<file path="src/rtl/spi_wb_bridge.sv">
// SPI mode-0 responder that turns each framed read/write command into a single
// 32-bit Wishbone master access on wb_clk_i.
module spi_wb_bridge #(
   parameter int          TIMEOUT  = 48,
   parameter logic [31:0] ERR_DATA = 32'hFFFF_FFFF
) (
   input  logic        wb_clk_i,
   input  logic        wb_rst_i,
   input  logic        spi_sclk_i,
   input  logic        spi_csn_i,
   input  logic        spi_mosi_i,
   output logic        spi_miso_o,
   output logic        spi_miso_oeb_o,
   output logic        wbm_cyc_o,
   output logic        wbm_stb_o,
   output logic        wbm_we_o,
   output logic [31:0] wbm_adr_o,
   output logic [31:0] wbm_dat_o,
   output logic [3:0]  wbm_sel_o,
   input  logic [31:0] wbm_dat_i,
   input  logic        wbm_ack_i,
   output logic        err_o,
   output logic        busy_o
);

   localparam int CNT_W = $clog2(TIMEOUT + 1);
   localparam logic [CNT_W-1:0] CNT_LAST = CNT_W'(TIMEOUT - 1);

   typedef enum logic [2:0] {
      S_IDLE, S_CMD, S_ADDR, S_WDATA, S_RDUMMY, S_RDATA, S_DONE, S_IGNORE
   } frame_state_t;

   typedef enum logic {WB_IDLE, WB_BUSY} wb_state_t;

   logic [2:0]   sclk_sync_q, sclk_sync_d;
   logic [2:0]   csn_sync_q, csn_sync_d;
   logic [1:0]   mosi_sync_q, mosi_sync_d;
   frame_state_t state_q, state_d;
   logic [4:0]   bit_cnt_q, bit_cnt_d;
   logic [31:0]  shift_q, shift_d;
   logic [31:0]  addr_q, addr_d;
   logic         is_write_q, is_write_d;
   logic [31:0]  rd_shift_q, rd_shift_d;
   logic         miso_q, miso_d;
   logic         oeb_q, oeb_d;
   wb_state_t    wb_state_q, wb_state_d;
   logic         cyc_q, cyc_d;
   logic         stb_q, stb_d;
   logic         we_q, we_d;
   logic [31:0]  adr_q, adr_d;
   logic [31:0]  dat_q, dat_d;
   logic [3:0]   sel_q, sel_d;
   logic [CNT_W-1:0] to_cnt_q, to_cnt_d;
   logic [31:0]  rdata_q, rdata_d;
   logic         err_q, err_d;
   logic         busy_q, busy_d;
   logic         pend_q, pend_d;
   logic         pend_we_q, pend_we_d;
   logic [31:0]  pend_adr_q, pend_adr_d;
   logic [31:0]  pend_dat_q, pend_dat_d;

   logic         req_valid, req_we;
   logic [31:0]  req_adr, req_dat;
   logic         l_valid, l_we;
   logic [31:0]  l_adr, l_dat;

   logic sclk_rise, sclk_fall, cs_fall, cs_rise, mosi_bit;
   assign sclk_rise = sclk_sync_q[1] & ~sclk_sync_q[2];
   assign sclk_fall = ~sclk_sync_q[1] & sclk_sync_q[2];
   assign cs_fall   = ~csn_sync_q[1] & csn_sync_q[2];
   assign cs_rise   = csn_sync_q[1] & ~csn_sync_q[2];
   assign mosi_bit  = mosi_sync_q[1];

   always_comb begin
      sclk_sync_d = {sclk_sync_q[1:0], spi_sclk_i};
      csn_sync_d  = {csn_sync_q[1:0], spi_csn_i};
      mosi_sync_d = {mosi_sync_q[0], spi_mosi_i};
      state_d     = state_q;
      bit_cnt_d   = bit_cnt_q;
      shift_d     = shift_q;
      addr_d      = addr_q;
      is_write_d  = is_write_q;
      rd_shift_d  = rd_shift_q;
      miso_d      = miso_q;
      oeb_d       = csn_sync_q[1];
      req_valid   = 1'b0;
      req_we      = 1'b0;
      req_adr     = addr_q;
      req_dat     = shift_q;

      if (cs_fall) begin
         state_d   = S_CMD;
         bit_cnt_d = '0;
         miso_d    = 1'b0;
      end else if (sclk_rise && state_q != S_IDLE && state_q != S_DONE && state_q != S_IGNORE) begin
         shift_d   = {shift_q[30:0], mosi_bit};
         bit_cnt_d = bit_cnt_q + 5'd1;
         case (state_q)
            S_CMD: if (bit_cnt_q == 5'd7) begin
               bit_cnt_d = '0;
               if (shift_d[7:0] == 8'h02) begin
                  state_d    = S_ADDR;
                  is_write_d = 1'b1;
               end else if (shift_d[7:0] == 8'h03) begin
                  state_d    = S_ADDR;
                  is_write_d = 1'b0;
               end else begin
                  state_d = S_IGNORE;
               end
            end
            S_ADDR: if (bit_cnt_q == 5'd31) begin
               bit_cnt_d = '0;
               addr_d    = shift_d;
               if (is_write_q) begin
                  state_d = S_WDATA;
               end else begin
                  // Reads go out now so the dummy byte covers the bus latency
                  state_d   = S_RDUMMY;
                  req_valid = 1'b1;
                  req_adr   = shift_d;
               end
            end
            S_WDATA: if (bit_cnt_q == 5'd31) begin
               bit_cnt_d = '0;
               state_d   = S_DONE;
               req_valid = 1'b1;
               req_we    = 1'b1;
               req_adr   = addr_q;
               req_dat   = shift_d;
            end
            S_RDUMMY: if (bit_cnt_q == 5'd7) begin
               bit_cnt_d  = '0;
               state_d    = S_RDATA;
               rd_shift_d = rdata_q;
            end
            S_RDATA: if (bit_cnt_q == 5'd31) begin
               bit_cnt_d = '0;
               state_d   = S_DONE;
            end
            default: ;
         endcase
      end else if (sclk_fall) begin
         if (state_q == S_RDATA) begin
            miso_d     = rd_shift_q[31];
            rd_shift_d = {rd_shift_q[30:0], 1'b0};
         end else begin
            miso_d = 1'b0;
         end
      end

      // A final bit arriving with the CS rise has already been counted above
      if (cs_rise) begin
         state_d   = S_IDLE;
         bit_cnt_d = '0;
         miso_d    = 1'b0;
      end

      wb_state_d = wb_state_q;
      cyc_d      = cyc_q;
      stb_d      = stb_q;
      we_d       = we_q;
      adr_d      = adr_q;
      dat_d      = dat_q;
      sel_d      = sel_q;
      to_cnt_d   = to_cnt_q;
      rdata_d    = rdata_q;
      err_d      = 1'b0;
      pend_d     = pend_q;
      pend_we_d  = pend_we_q;
      pend_adr_d = pend_adr_q;
      pend_dat_d = pend_dat_q;
      l_valid    = 1'b0;
      l_we       = 1'b0;
      l_adr      = '0;
      l_dat      = '0;

      if (wb_state_q == WB_IDLE && pend_q) begin
         l_valid = 1'b1;
         l_we    = pend_we_q;
         l_adr   = pend_adr_q;
         l_dat   = pend_dat_q;
         pend_d  = 1'b0;
      end else if (wb_state_q == WB_IDLE && req_valid) begin
         l_valid = 1'b1;
         l_we    = req_we;
         l_adr   = req_adr;
         l_dat   = req_dat;
      end

      // A request that cannot launch this cycle waits for the engine to go idle
      if (req_valid && !(l_valid && !pend_q)) begin
         pend_d     = 1'b1;
         pend_we_d  = req_we;
         pend_adr_d = req_adr;
         pend_dat_d = req_dat;
      end

      if (wb_state_q == WB_BUSY) begin
         if (wbm_ack_i || to_cnt_q == CNT_LAST) begin
            wb_state_d = WB_IDLE;
            cyc_d      = 1'b0;
            stb_d      = 1'b0;
            we_d       = 1'b0;
            sel_d      = 4'h0;
            err_d      = ~wbm_ack_i;
            if (!we_q) begin
               rdata_d = wbm_ack_i ? wbm_dat_i : ERR_DATA;
            end
         end else begin
            to_cnt_d = to_cnt_q + CNT_W'(1);
         end
      end

      if (l_valid) begin
         wb_state_d = WB_BUSY;
         cyc_d      = 1'b1;
         stb_d      = 1'b1;
         we_d       = l_we;
         adr_d      = l_adr;
         dat_d      = l_dat;
         sel_d      = 4'hF;
         to_cnt_d   = '0;
      end

      busy_d = (state_d != S_IDLE) | (wb_state_d == WB_BUSY) | pend_d;
   end

   always_ff @(posedge wb_clk_i or posedge wb_rst_i) begin
      if (wb_rst_i) begin
         sclk_sync_q <= 3'b000;
         csn_sync_q  <= 3'b111;
         mosi_sync_q <= 2'b00;
         state_q     <= S_IDLE;
         bit_cnt_q   <= '0;
         shift_q     <= '0;
         addr_q      <= '0;
         is_write_q  <= 1'b0;
         rd_shift_q  <= '0;
         miso_q      <= 1'b0;
         oeb_q       <= 1'b1;
         wb_state_q  <= WB_IDLE;
         cyc_q       <= 1'b0;
         stb_q       <= 1'b0;
         we_q        <= 1'b0;
         adr_q       <= '0;
         dat_q       <= '0;
         sel_q       <= 4'h0;
         to_cnt_q    <= '0;
         rdata_q     <= '0;
         err_q       <= 1'b0;
         busy_q      <= 1'b0;
         pend_q      <= 1'b0;
         pend_we_q   <= 1'b0;
         pend_adr_q  <= '0;
         pend_dat_q  <= '0;
      end else begin
         sclk_sync_q <= sclk_sync_d;
         csn_sync_q  <= csn_sync_d;
         mosi_sync_q <= mosi_sync_d;
         state_q     <= state_d;
         bit_cnt_q   <= bit_cnt_d;
         shift_q     <= shift_d;
         addr_q      <= addr_d;
         is_write_q  <= is_write_d;
         rd_shift_q  <= rd_shift_d;
         miso_q      <= miso_d;
         oeb_q       <= oeb_d;
         wb_state_q  <= wb_state_d;
         cyc_q       <= cyc_d;
         stb_q       <= stb_d;
         we_q        <= we_d;
         adr_q       <= adr_d;
         dat_q       <= dat_d;
         sel_q       <= sel_d;
         to_cnt_q    <= to_cnt_d;
         rdata_q     <= rdata_d;
         err_q       <= err_d;
         busy_q      <= busy_d;
         pend_q      <= pend_d;
         pend_we_q   <= pend_we_d;
         pend_adr_q  <= pend_adr_d;
         pend_dat_q  <= pend_dat_d;
      end
   end

   assign spi_miso_o     = miso_q;
   assign spi_miso_oeb_o = oeb_q;
   assign wbm_cyc_o      = cyc_q;
   assign wbm_stb_o      = stb_q;
   assign wbm_we_o       = we_q;
   assign wbm_adr_o      = adr_q;
   assign wbm_dat_o      = dat_q;
   assign wbm_sel_o      = sel_q;
   assign err_o          = err_q;
   assign busy_o         = busy_q;

endmodule

</file>
<file path="config.mk">
export PLATFORM = sky130hd
export DESIGN_NAME = spi_wb_bridge
export DESIGN_NICKNAME = d
export VERILOG_FILES = /design/src/rtl/spi_wb_bridge.sv
export SDC_FILE = /design/constraint.sdc
export NUM_CORES = 1
export LEC_CHECK = 0
export BUFFER_PORTS_ARGS = -buffer_cell sky130_fd_sc_hd__buf_2
export CORE_MARGIN = 5
export CORE_UTILIZATION = 55
export CTS_CLUSTER_DIAMETER = 60
export DETAILED_ROUTE_END_ITERATION = 8
export PLACE_DENSITY = 0.75
export SYNTH_ARGS = -nofsm -noshare
export SYNTH_HDL_FRONTEND = slang
export SYNTH_SLANG_ARGS = --single-unit
</file>
<file path="constraint.sdc">
create_clock -name wb_clk_i -period 10.2 [get_ports wb_clk_i]
set_clock_uncertainty 0.05 [all_clocks]
set_input_delay 0.51 -clock wb_clk_i [delete_from_list [all_inputs] [get_ports wb_clk_i]]
set_output_delay 0.51 -clock wb_clk_i [all_outputs]
set_load 0.005 [all_outputs]
</file>
==> results of run 1 <==
worst paths after layout:
kind / start / to / cells after the start
max: csn_sync_q[1] / wbm_adr_o[11] / 7
min: spi_sclk_i / sclk_sync_q[0] / 1
max reg2reg: csn_sync_q[1] / wbm_adr_o[11] / 7
min reg2reg: csn_sync_q[0] / csn_sync_q[1] / 0
max in group asynchronous: wb_rst_i / pend_dat_q[10] / 4
min in group asynchronous: wb_rst_i / sclk_sync_q[2] / 2
cells in the mapped netlist, drive strengths merged, types with 2 or more instances:
library cell,number,area [µm²]
and2,2,12.52
or3,4,26.28
a21o,3,22.52
nor2b,33,206.5
dfrtp,284,7107
mux2,95,1070
nor2,17,82.58
nand3,3,15.01
nor4b,3,32.53
a31oi,2,12.51
clkbuf,55,216.5
a22oi,63,473.0
nor3,11,55.05
o31ai,2,15.01
ha,6,75.07
o21ba,2,20.02
nand4,3,18.77
and3,3,18.77
buf,26,172.7
or4,3,26.27
nand2,201,754.5
dfstp,3,78.83
nand3b,3,22.52
a211oi,2,15.01
mux2i,67,670.6
nand2b,10,62.56
a21oi,6,30.03
inv,10,37.54
o21bai,2,15.01
a221o,2,20.02
xor2,2,17.52
xnor2,4,35.03
o21ai,169,845.8
power groups by stage:
| stage | combinational (µW) | sequential [µW] | clock (µW) |
|---|---|---|---|
| floorplan | 178 | 1310 | 0 |
| global placement | 209 | 1340 | 0 |
| finish | 216 | 1320 | 1080 |
| CTS | 221 | 1320 | 1100 |
| detailed placement | 219 | 1340 | 0 |
| global route | 250 | 1340 | 1150 |
critical path, stage by stage (launching register included):
cell and delay (ns):
dfstp_2 0.54, inv_1 0.04, ha_1 0.22, or3b_1 0.42, or4_2 1.10, nor2_8 0.78, mux2i_1 0.34, o21ai_0 0.14
cell type report:
| type | count | share of cell area |
|---|---|---|
| Sequential cell | 287 | 0.5110 |
| Multi-Input combinational cell | 738 | 0.3452 |
| Clock inverter | 11 | 0.01166 |
| Clock buffer | 39 | 0.05783 |
| Timing Repair Buffer | 123 | 0.04573 |
| Tap cell | 285 | 0.02536 |
| Inverter | 10 | 0.003203 |
sequential cells by signal, indices dropped and copies added (netlist names), 5 cells and up:
| name | count |
|---|---|
| shift_q | 32 |
| bit_cnt_q | 5 |
| addr_q | 32 |
| pend_adr_q | 32 |
| to_cnt_q | 6 |
| rdata_q | 32 |
| wbm_adr_o | 32 |
| pend_dat_q | 32 |
| rd_shift_q | 32 |
| wbm_dat_o | 32 |
through the flow:
stage          total power (µW)  area [µm²]
2_1_floorplan              1491       12420
3_3_place_gp               1547       13090
3_5_place_dp               1562       13090
4_1_cts                    2648       14060
5_1_grt                    2737       14060
6_report                   2623       14060
per-layer routing:
layer | track usage | wire length, µm | vias to the layer above | part of all wire
met5 | 0 | 0 | - | 0
met4 | 0.03950 | 453 | 0 | 0.018
met3 | 0.03174 | 1109 | 31 | 0.044
met2 | 0.3337 | 12210 | 157 | 0.49
met1 | 0.2649 | 11360 | 4139 | 0.45
li1 | - | - | 4048 | -
kinds of logic (layout without fill, tap and decap cells):
group,Yosys count,after routing,share of synthesized area
flops,287,287,0.5786
xor+xnor,6,6,0.004232
fa+ha+maj,7,7,0.006851
compound gates,261,261,0.1239
buf+inv,91,183,0.03436
mux,162,162,0.1402
simple gates,302,302,0.1118
==> flow_summary_export.csv, run 1 <==
group,metric,value,unit
clocking,cts_num_sinks,287,
sta,finalCriticalPeriod,3.801,ns
clocking,ctsResizeCount,0,
run_status,status,"complete, no violations",
cells_and_area,fillers,1804,
floorplanning,io_pins,113,
place,dp.final_hpwl,15070,µm
pwr,intPower,1989,µW
yosys,ys_ff_latch,287,
pwr,combPwrFrac,0.082,
floorplanning,rows,55,
pwr,swShare,0.2417,
sta,hold_violations,0,
worst_hold_path,hp-class,"in -> reg",
sta,rsz0062_at_grt,"no",
cells_and_area,fin_cells,1493,
clocking,root_buffer,"clkbuf_16",
sta,slew_headroom,0.2033,
cells_and_area,finalNetCount,1233,
clocking,hold_buffers,0,
sta,fmax,263.1,MHz
drt,totalWireLength,25130,µm
yosys,synth_area_per_cell,11.13,µm²
pwr,power.share.sequential,0.505,
yosys,ys_types,59,
global_routing,grt_usage,0.1945,
critical_path,crit_required,10.54,ns
global_routing,grt_first_pass_wirelength,42460,µm
cells_and_area,drive_above_1_share,0.2343,
cells_and_area,diodes,0,
pwr,switching_power,634.0,µW
cells_and_area,fin_util,0.6268,
floorplanning,core_area,22430,µm²
yosys,syn_inst,1116,
yosys,ys_seq_area_frac,0.5786,
critical_path,arrival,4.14,ns
drt,wl_per_cell,16.83,µm
global_routing,grt_max_degree,134,
clocking,clk_path_buf_depth,3,
drt,via_per_inst,5.610,
critical_path,cp_max_fo,33,
yosys,synthFlopType,"dfrtp_1",
yosys,synth_edf_count,0,
yosys,syn_area,12420,µm²
pwr,ir_drop,128.8,µV
pwr,p_leak,0.006666,µW
clocking,clk_pin_slew,0.06,ns
drt,dr.pass1.iters,4,
clocking,cts_tree,"yes",
cells_and_area,seqCellArea,7186,µm²
sta,hold_slack,0.03072,ns
cells_and_area,area_growth,13.24,%
cells_and_area,most-common-layout-cells,"dfrtp_1, nand2_1, o21ai_0",
floorplanning,die-area,25680,µm²
yosys,syn_nets,1160,
global_routing,grt_overflow,0,
critical_path,rrSetupSlack,6.40,ns
clocking,cts_buffers,29,
place,numPortBuffers,112,
global_routing,antenna_found_initial,0,
yosys,synth_warnings,0,
sta,tightest_slew,1.195,ns
global_routing,grt_pass1_vias,8463,
clocking,cts_setup_buffers,0,
floorplanning,die_h,160.3,µm
run,maxCapViolCount,0,
sta,tns,0,ns
floorplanning,start_util,0.5535,
sta,finalMaxSlewViolations,0,
drt,routed-via-count,8375,
yosys,async_flop_share,1.000,
drt,drc,0,
critical_path,path_class,"reg -> reg",
pwr,p_clk_frac,0.413,
critical_path,start_kind,"register",
cells_and_area,layout_commonest_cell,"dfrtp_1",
clocking,htree_levels,1,
place,dp_slack,6.404,ns
critical_path,critPathCaptureType,"register",
sta,fin_ws,6.399,ns
pwr,power_density,186.5,nW/µm²
drt,drtIter0Drc,553,
sta,setup-violations-final,0,
clocking,insertion_delay,0.54,ns
cells_and_area,multi_input_area,4855,µm²
sta,fin_crit_sh,0.3727,
place,routabilityCongestion,0.8439,
place,placed_cells,1443,
drt,final_antenna_net_count,0,
floorplanning,fp.dieW,160.3,µm
Note: power is estimated with default switching activity, not from simulation.
==> run 2, diff against run 1 <==
- clock period: 10.2 -> 3.7 ns (I/O delays scaled with it)
==> run 2 against run 1 <==
Register-to-register slack worse by 5.7 ns. Via count up 2.1%. Sequential power rose to 2.8 times the previous value. Die area unchanged. Non-clock buffer count up 40. Count of clock-buffer cells in the layout up 3. Combinational power rose to 2.9 times the previous value. Critical endpoint is now wbm_adr_o[14].
==> flow_summary_export.csv, run 2 (synthesis results as in run 1) <==
group,metric,value,unit
global_routing,grt_pass1_vias,8859,
sta,finalCriticalPeriod,2.970,ns
critical_path,cp_slowest_cell,"or4_2",
cells_and_area,diodes,0,
floorplanning,io_pins,113,
place,dp.final_hpwl,15010,µm
critical_path,path_class,"reg -> reg",
sta,setup-violations-final,0,
cells_and_area,area_growth,17.26,%
cells_and_area,layout_commonest_cell,"dfrtp_1",
global_routing,grt_usage,0.2020,
pwr,power_density,501.4,nW/µm²
floorplanning,core_area,22430,µm²
cells_and_area,seqCellArea,7186,µm²
critical_path,critPathCaptureType,"register",
sta,fmax,336.7,MHz
drt,via_per_inst,5.551,
critical_path,cp_max_fo,32,
run_status,status,"complete, no violations",
cells_and_area,finalNetCount,1275,
critical_path,reg2reg_to,"wbm_adr_o[14]",
clocking,clk_path_buf_depth,3,
drt,dr.pass1.iters,5,
critical_path,crit_start,"csn_sync_q[1]",
critical_path,start_kind,"register",
run,maxCapViolCount,0,
sta,hold_violations,0,
critical_path,arrival,3.32,ns
floorplanning,die-area,25680,µm²
critical_path,rrSetupSlack,0.73,ns
critical_path,crit_required,4.05,ns
floorplanning,fp.dieW,160.3,µm
drt,drtIter0Drc,593,
critical_path,reg2reg_depth,8,
place,place_area,13170,µm²
sta,rsz0062_at_grt,"no",
clocking,cts_tree,"yes",
cells_and_area,most-common-layout-cells,"dfrtp_1, nand2_1, o21ai_0",
global_routing,grt_max_degree,172,
cells_and_area,fin_cells,1541,
global_routing,grt_first_pass_wirelength,44420,µm
drt,totalWireLength,25640,µm
sta,fin_crit_sh,0.8028,
critical_path,r2r-start,"csn_sync_q[1]",
place,dp_slack,0.7548,ns
cells_and_area,drive_above_1_share,0.2373,
floorplanning,rows,55,
global_routing,antenna_found_initial,0,
clocking,htree_levels,1,
drt,routed-via-count,8554,
clocking,ctsResizeCount,0,
worst_hold_path,hp-class,"in -> async",
drt,final_antenna_net_count,0,
critical_path,cpPeakStageDelay,0.72,ns
sta,tns,0,ns
place,numPortBuffers,112,
sta,fin_ws,0.7297,ns
sta,hold_slack,0.04218,ns
floorplanning,start_util,0.5535,
cells_and_area,multi_input_area,4855,µm²
sta,slew_headroom,0.4036,
drt,wl_per_cell,16.64,µm
drt,drc,0,
floorplanning,die_h,160.3,µm
sta,tightest_slew,0.8946,ns
clocking,root_buffer,"clkbuf_16",
pwr,ir_drop,431.2,µV
place,routabilityCongestion,0.8293,
sta,finalMaxSlewViolations,0,
cells_and_area,fillers,1730,
clocking,insertion_delay,0.55,ns
global_routing,grt_overflow,0,
clocking,cts_num_sinks,287,
cells_and_area,design_area,14560,µm²
clocking,clk_pin_slew,0.06,ns
clocking,cts_buffers,31,
pwr,p_leak,0.006893,µW
critical_path,cp_cell_sequence,"inv_1, ha_1, or3b_1, or4_2, nor2_8, buf_12, mux2i_1, o21ai_0",
place,placed_cells,1447,
==> run 2: repair_timing <==
| action | CTS | global route |
|---|---|---|
| hold buffers | 36 | 0 |
| buffers inserted | 0 | 0 |
| endpoints found under the hold margin | 151 | 0 |
==> run 2: layer usage <==
layer / vias up / part of all wire / GRT usage
li1: 4134 / - / -
met1: 4219 / 0.44 / 0.2729
met2: 171 / 0.50 / 0.3513
met3: 30 / 0.043 / 0.03174
met4: 0 / 0.014 / 0.03794
met5: - / 0 / 0
==> run 2: cell type report <==
cell class                      instances  share of cell area
Clock inverter                         16            0.008249
Sequential cell                       287              0.4935
Inverter                               10            0.002836
Multi-Input combinational cell        738              0.3334
Timing Repair Buffer                  163             0.07527
Clock buffer                           42             0.06230
Tap cell                              285             0.02449
==> run 2: worst max path at each step <==
| stage | endpoint | slack (ns) | cells after the start |
|---|---|---|---|
| after floorplan | addr_q[0] | -0.34 | 1 |
| after CTS | wbm_adr_o[14] | 0.72 | 8 |
| after global routing | wbm_adr_o[14] | 0.55 | 8 |
| final | wbm_adr_o[14] | 0.73 | 8 |
| after detailed placement | wbm_adr_o[3] | 0.75 | 8 |
| after global placement | wbm_adr_o[26] | 0.85 | 8 |
==> run 2: critical path, delay by kind of cell (launching register included) <==
| kind | cells | cell delay (ns) |
|---|---|---|
| AOI/OAI and AO/OA | 1 | 0.12 |
| adders and majority gates | 1 | 0.23 |
| buffers and inverters | 2 | 0.31 |
| DFF | 1 | 0.54 |
| muxes | 1 | 0.28 |
| and+or+nand+nor | 3 | 1.27 |
==> run 2: per-stage QoR <==
stage            util  total power [µW]
2_1_floorplan       -              4112
3_3_place_gp   0.5872              4269
3_5_place_dp   0.5872              4309
4_1_cts        0.6491              7373
5_1_grt        0.6491              7653
6_report       0.6491              7301
==> run 2: power breakdown <==
group	internal (µW)	switching [µW]
clock network	1790	1240
logic	293	338
registers	3410	236
